<file path="src/rtl/k2_loader_pkg.sv">
// k2_loader_pkg: shared types and constants for the K2 writable program store.
//   loader_state_t : loader FSM state (LOAD, RUN)
//   K2_ADDR_BITS   : default program address width
//   K2_INST_BITS   : default instruction width
//   K2_DEPTH       : number of program words at the default address width
//   K2_NOP         : value returned for addresses never written in this program
package k2_loader_pkg;

  typedef enum logic {
    LOAD = 1'b0,
    RUN  = 1'b1
  } loader_state_t;

  localparam int K2_ADDR_BITS = 4;
  localparam int K2_INST_BITS = 8;
  localparam int K2_DEPTH     = 1 << K2_ADDR_BITS;

  localparam logic [7:0] K2_NOP = 8'h00;

endpackage

</file>
<file path="src/rtl/k2_loader_mem.sv">
// k2_loader_mem: program word array with a per-entry valid bit.
//   clk        in  clock
//   we         in  write enable; stores wdata at waddr and marks it valid
//   waddr      in  write address
//   wdata      in  write data
//   clr_valid  in  synchronous clear of every valid bit (data is kept)
//   raddr      in  combinational read address
//   rdata      out word at raddr
//   rvalid     out valid bit at raddr
// Data words carry no reset; the valid bits decide whether a word is visible.
module k2_loader_mem #(
  parameter int AddrBits = 4,
  parameter int InstBits = 8
) (
  input  logic                clk,
  input  logic                we,
  input  logic [AddrBits-1:0] waddr,
  input  logic [InstBits-1:0] wdata,
  input  logic                clr_valid,
  input  logic [AddrBits-1:0] raddr,
  output logic [InstBits-1:0] rdata,
  output logic                rvalid
);

  localparam int Depth = 1 << AddrBits;

  logic [InstBits-1:0] mem_q [Depth];
  logic [Depth-1:0]    valid_q;

  always_ff @(posedge clk) begin
    if (we) begin
      mem_q[waddr] <= wdata;
    end
  end

  // Clear wins over a simultaneous write so a reset can never leave a stale entry visible.
  always_ff @(posedge clk) begin
    if (clr_valid) begin
      valid_q <= '0;
    end else if (we) begin
      valid_q[waddr] <= 1'b1;
    end
  end

  assign rdata  = mem_q[raddr];
  assign rvalid = valid_q[raddr];

endmodule

</file>
<file path="src/rtl/k2_program_loader.sv">
// k2_program_loader: writable program store replacing the K2 program ROM.
//   clk, rst          clock and synchronous active-high reset
//   load_valid/ready  byte handshake; load_data is the byte, load_last ends the program
//   reload            request (in RUN) to discard the program and load again
//   ProgramAddress    processor fetch address
//   instruction_data  combinational fetch data (NOP for unwritten words or while loading)
//   core_rst_n        active-low processor reset, released in RUN
//   loaded            high in RUN
//   prog_len          bytes accepted in the current program
//   load_error        sticky: a byte was offered while in RUN
//
// state | meaning
// LOAD  | accepting bytes, processor held in reset
// RUN   | program loaded, processor running, writes refused
module k2_program_loader
  import k2_loader_pkg::*;
#(
  parameter int AddrBits = K2_ADDR_BITS,
  parameter int InstBits = K2_INST_BITS
) (
  input  logic                clk,
  input  logic                rst,
  input  logic                load_valid,
  input  logic [InstBits-1:0] load_data,
  input  logic                load_last,
  output logic                load_ready,
  input  logic                reload,
  input  logic [AddrBits-1:0] ProgramAddress,
  output logic [InstBits-1:0] instruction_data,
  output logic                core_rst_n,
  output logic                loaded,
  output logic [AddrBits:0]   prog_len,
  output logic                load_error
);

  localparam logic [AddrBits-1:0] LastAddr = '1;
  localparam logic [AddrBits-1:0] PtrOne   = AddrBits'(1);
  localparam logic [AddrBits:0]   LenOne   = (AddrBits + 1)'(1);

  loader_state_t       state_q, state_d;
  logic [AddrBits-1:0] wr_ptr_q, wr_ptr_d;
  logic [AddrBits:0]   prog_len_q, prog_len_d;
  logic                load_error_q, load_error_d;
  logic                accept;
  logic                clr_valid;
  logic [InstBits-1:0] rd_data;
  logic                rd_valid;

  always_ff @(posedge clk) begin
    if (rst) begin
      state_q      <= LOAD;
      wr_ptr_q     <= '0;
      prog_len_q   <= '0;
      load_error_q <= 1'b0;
    end else begin
      state_q      <= state_d;
      wr_ptr_q     <= wr_ptr_d;
      prog_len_q   <= prog_len_d;
      load_error_q <= load_error_d;
    end
  end

  always_comb begin
    state_d      = state_q;
    wr_ptr_d     = wr_ptr_q;
    prog_len_d   = prog_len_q;
    load_error_d = load_error_q;
    accept       = 1'b0;
    clr_valid    = 1'b0;
    unique case (state_q)
      LOAD: begin
        if (load_valid) begin
          accept     = 1'b1;
          prog_len_d = prog_len_q + LenOne;
          // Pointer saturates at the last word; the full condition forces RUN anyway.
          if (wr_ptr_q != LastAddr) begin
            wr_ptr_d = wr_ptr_q + PtrOne;
          end
          if (load_last || (wr_ptr_q == LastAddr)) begin
            state_d = RUN;
          end
        end
      end
      RUN: begin
        // reload takes priority so a byte offered alongside it is not flagged.
        if (reload) begin
          state_d      = LOAD;
          wr_ptr_d     = '0;
          prog_len_d   = '0;
          load_error_d = 1'b0;
          clr_valid    = 1'b1;
        end else if (load_valid) begin
          load_error_d = 1'b1;
        end
      end
      default: state_d = LOAD;
    endcase
  end

  k2_loader_mem #(
    .AddrBits(AddrBits),
    .InstBits(InstBits)
  ) u_mem (
    .clk       (clk),
    .we        (accept & ~rst),
    .waddr     (wr_ptr_q),
    .wdata     (load_data),
    .clr_valid (clr_valid | rst),
    .raddr     (ProgramAddress),
    .rdata     (rd_data),
    .rvalid    (rd_valid)
  );

  assign load_ready       = (state_q == LOAD);
  assign core_rst_n       = (state_q == RUN);
  assign loaded           = (state_q == RUN);
  assign prog_len         = prog_len_q;
  assign load_error       = load_error_q;
  assign instruction_data = ((state_q == RUN) && rd_valid) ? rd_data : InstBits'(K2_NOP);

endmodule

</file>
<file path="config.mk">
export PLATFORM = sky130hd
export DESIGN_NAME = k2_program_loader
export DESIGN_NICKNAME = d
export VERILOG_FILES = /design/src/rtl/k2_loader_pkg.sv /design/src/rtl/k2_loader_mem.sv /design/src/rtl/k2_program_loader.sv
export SDC_FILE = /design/constraint.sdc
export NUM_CORES = 1
export LEC_CHECK = 0
export CAP_MARGIN = 20
export CORE_ASPECT_RATIO = 1.25
export CORE_MARGIN = 8
export CORE_UTILIZATION = 43
export DETAILED_ROUTE_END_ITERATION = 8
export PLACE_DENSITY = 0.72
export SYNTH_ARGS = -nofsm -noshare
export SYNTH_HDL_FRONTEND = slang
export SYNTH_SLANG_ARGS = --single-unit
</file>
<file path="constraint.sdc">
create_clock -name clk -period 3.9 [get_ports clk]
set_input_delay 0.78 -clock clk [delete_from_list [all_inputs] [get_ports clk]]
set_output_delay 0.78 -clock clk [all_outputs]
set_load 0.05 [all_outputs]
</file>
==> results.toml <==
[timing]
hold_violations = 0
period_minus_slack_ps = 3710
finalMaxSlewViolations = 0
tightest_slew_ps = 747
hold_ws_ps = 462
fmax_mhz = 270
fin_worst_skew_ps = 8.98
tns_ps = 0
fin_crit_sh_pct = 95.0
setup_slack_ps = 193
finalSetupViolCount = 0
slew_headroom_pct = 50.0
rsz0062_at_grt = "no"

[drt]
ant_nets = 0
drt-total-wl_mm = 12.4
num_vias = 3249
routedWlPerCell_um = 21.2
drtIter0Drc = 226
drc = 0
vias_per_cell = 5.58
drt-pass1-iter-count = 4

[worst_setup_path]
slowest_stage = "nor2_1"
endpoint_kind = "output pin"
slowest_delay_ps = 600
startpoint_type = "primary input"
cp_common_cell = "a22oi_1"
worstPathRequired_ps = 3120
crit_fanout = 8
crit_family = "buffers and inverters"
worstPathCellList = "clkdlybuf4s50_1 > inv_1 > nor2_1 > a22oi_1 > a22oi_1 > buf_12"
cp.buffers_inverters = 3
crit_arrival_ps = 2930
critical_path_class = "primary input to output pin"

[logic_synthesis]
synth-xor-area-share_pct = 0.427
yosys.area_share.simple_pct = 4.33
synth.area.top_cells = "edfxtp_1 62%, dfxtp_1 8.8%, mux4_1 7.7%, mux4_2 5.9%, a22oi_1 3.2%"
synth-compound-area-share_pct = 6.61
synth_top_area_share_pct = 62.5
synth.yosys.seq_area_share_pct = 71.3
synth_cell_types = 32
yosys.area.top_type = "edfxtp_1"
avgSynthCellArea_um2 = 18.5
synthMuxAreaShare_pct = 14.4
synth_seq_cells = 155
syn-cell-area_mm2 = 0.00615
synth_top_family_by_area = "multiplexers"
syn-num-nets = 355
syn-instance-count = 333
yosysWarnings = 0
yosys.area_share.adder_pct = 1.02

[place]
dpl_worst_slack_ps = 209
dp_hpwl_mm = 8.02
dp.cells = 550
portBuffers = 33
gp_congestion = 0.755

[grt]
track_usage_pct = 14.3
grt_remaining_overflow = 0
grt_max_degree = 30
grt_pass1_vias = 3477
antenna_found_initial = 0
grt_pass1_wl_mm = 19.3

[power_and_ir_drop]
powerDensity_mw_per_mm2 = 473
p_leak_uw = 0.00248
power_uw = 3500
vdd_drop_max_v = 0.000293

[layout]
drive_gt1_share_pct = 20.5
area_delta_synth_final_pct = 20.3
final_nets = 413
layoutNonFillerInstCount = 582
diodes = 0

[clock_network]
post_cts_buffers = 0
numCtsBuffers = 17
clkLatencyLatePin_ps = 420
htree_levels = 4
ctsHoldBuffers = 0
root_buffer = "clkbuf_16"
cts.path.max_buffers = 2
tritoncts = "yes"
clock_sinks = 155
path_clk_slew_ps = 60
cts.repair.resized = 0

[worst_hold_path]
holdCritPathClass = "flop to flop"

[outcome]
outcome = "complete, no violations"

[floorplan]
die_y_um = 150
ios = 34
die_area_mm2 = 0.0184
core_area_mm2 = 0.0142
die_w_um = 123
row_count = 49
initial_core_util_pct = 43.4

[job]
drv_cap = 0
metal layers:
| layer | vias up | GRT usage [%] | routed length [µm] |
|---|---|---|---|
| met3 | 14 | 4.23 | 851 |
| met5 | - | 0 | 0 |
| li1 | 1478 | - | - |
| met4 | 0 | 5.85 | 169 |
| met2 | 114 | 23.2 | 6410 |
| met1 | 1643 | 17.4 | 4920 |
state kept, by name, summed over array words and instances, names as in the netlist:
| name | flops |
|---|---|
| core_rst_n | 1 |
| load_error | 1 |
| prog_len | 5 |
| u_mem.mem_q | 128 |
| u_mem.valid_q | 16 |
| wr_ptr_q | 4 |
placed cells by master, fill, tap and decap left out, types with 3 or more instances in the layout:
cell type        Yosys  final
a21oi_1              7      7
clkinv_2             0      3
nor2_1              23     23
clkbuf_16            0     17
ha_1                 5      5
nand2b_1             5      5
edfxtp_1           128    128
inv_1                5      5
clkdlybuf4s50_1      0     24
mux4_1              18     18
inv_6                0      6
clkinvlp_4           0      4
a22oi_1             26     26
nand4_1              3      3
nand3_1              6      6
nand2_1              9      9
o21a_1              16     16
buf_4                2     19
nor3_1               4      4
mux4_2              16     16
mux2i_1              5      5
buf_12               1     10
dfxtp_1             27     27
area by class of cell:
type	instances	area [µm²]
multi-input combinational	158	1650
sequential	155	4380
inverter	5	18.8
clock inverter	15	115
tap	178	223
clock buffer	17	425
timing repair buffer	54	588
fill	1102	6760
cells by family (layout without fill, tap and decap cells):
logic type | after synthesis | in the layout
xor gates and xnor gates | 3 | 3
AOI/OAI and AO/OA | 54 | 54
DFF | 155 | 155
buffers and inverters | 20 | 91
muxes | 39 | 39
and+or+nand+nor | 57 | 57
adders and majority gates | 5 | 5
where the power goes:
part / leakage (µW) / internal [µW] / switching (µW)
clock: 0.000257 / 822 / 661
sequential: 0.00137 / 1810 / 10.0
combinational: 0.000850 / 85.6 / 118
total: 0.00248 / 2710 / 789
synthesized netlist by cell type:
| library cell | n |
|---|---|
| nand2_1 | 9 |
| a22oi_2 | 1 |
| clkbuf_1 | 7 |
| o21ai_0 | 1 |
| buf_12 | 1 |
| mux2i_1 | 5 |
| a21oi_1 | 7 |
| ha_1 | 5 |
| nor3b_1 | 2 |
| xor2_1 | 2 |
| or2_2 | 2 |
| nand2b_1 | 5 |
| o2111ai_2 | 2 |
| dfxtp_1 | 27 |
| nor2_1 | 23 |
| a311oi_1 | 1 |
| buf_8 | 1 |
| buf_6 | 1 |
| buf_2 | 3 |
| xnor2_1 | 1 |
| inv_1 | 5 |
| mux4_2 | 16 |
| nor3_1 | 4 |
| nand3_1 | 6 |
| edfxtp_1 | 128 |
| nor2b_1 | 2 |
| o21a_1 | 16 |
| and3_1 | 1 |
| buf_4 | 2 |
| mux4_1 | 18 |
| nand4_1 | 3 |
| a22oi_1 | 26 |
final timing paths:
check | cells past startpoint | slack, ps | startpoint | to
max reg2reg | 4 | 1990 | core_rst_n | u_mem.mem_q[2][6]
min reg2reg | 1 | 460 | u_mem.valid_q[7] | u_mem.valid_q[7]
max | 6 | 190 | ProgramAddress[1] | instruction_data[6]
min | 1 | 460 | u_mem.valid_q[7] | u_mem.valid_q[7]
per-stage QoR:
| step | instance area [µm²] | util [%] |
|---|---|---|
| after global placement | 6860 | 48.4 |
| after CTS | 7400 | 52.2 |
| after floorplan | 6150 | - |
| final | 7400 | 52.2 |
| after detailed placement | 6860 | 48.4 |
| after global routing | 7400 | 52.2 |
Note: power is estimated with default switching activity, not from simulation.
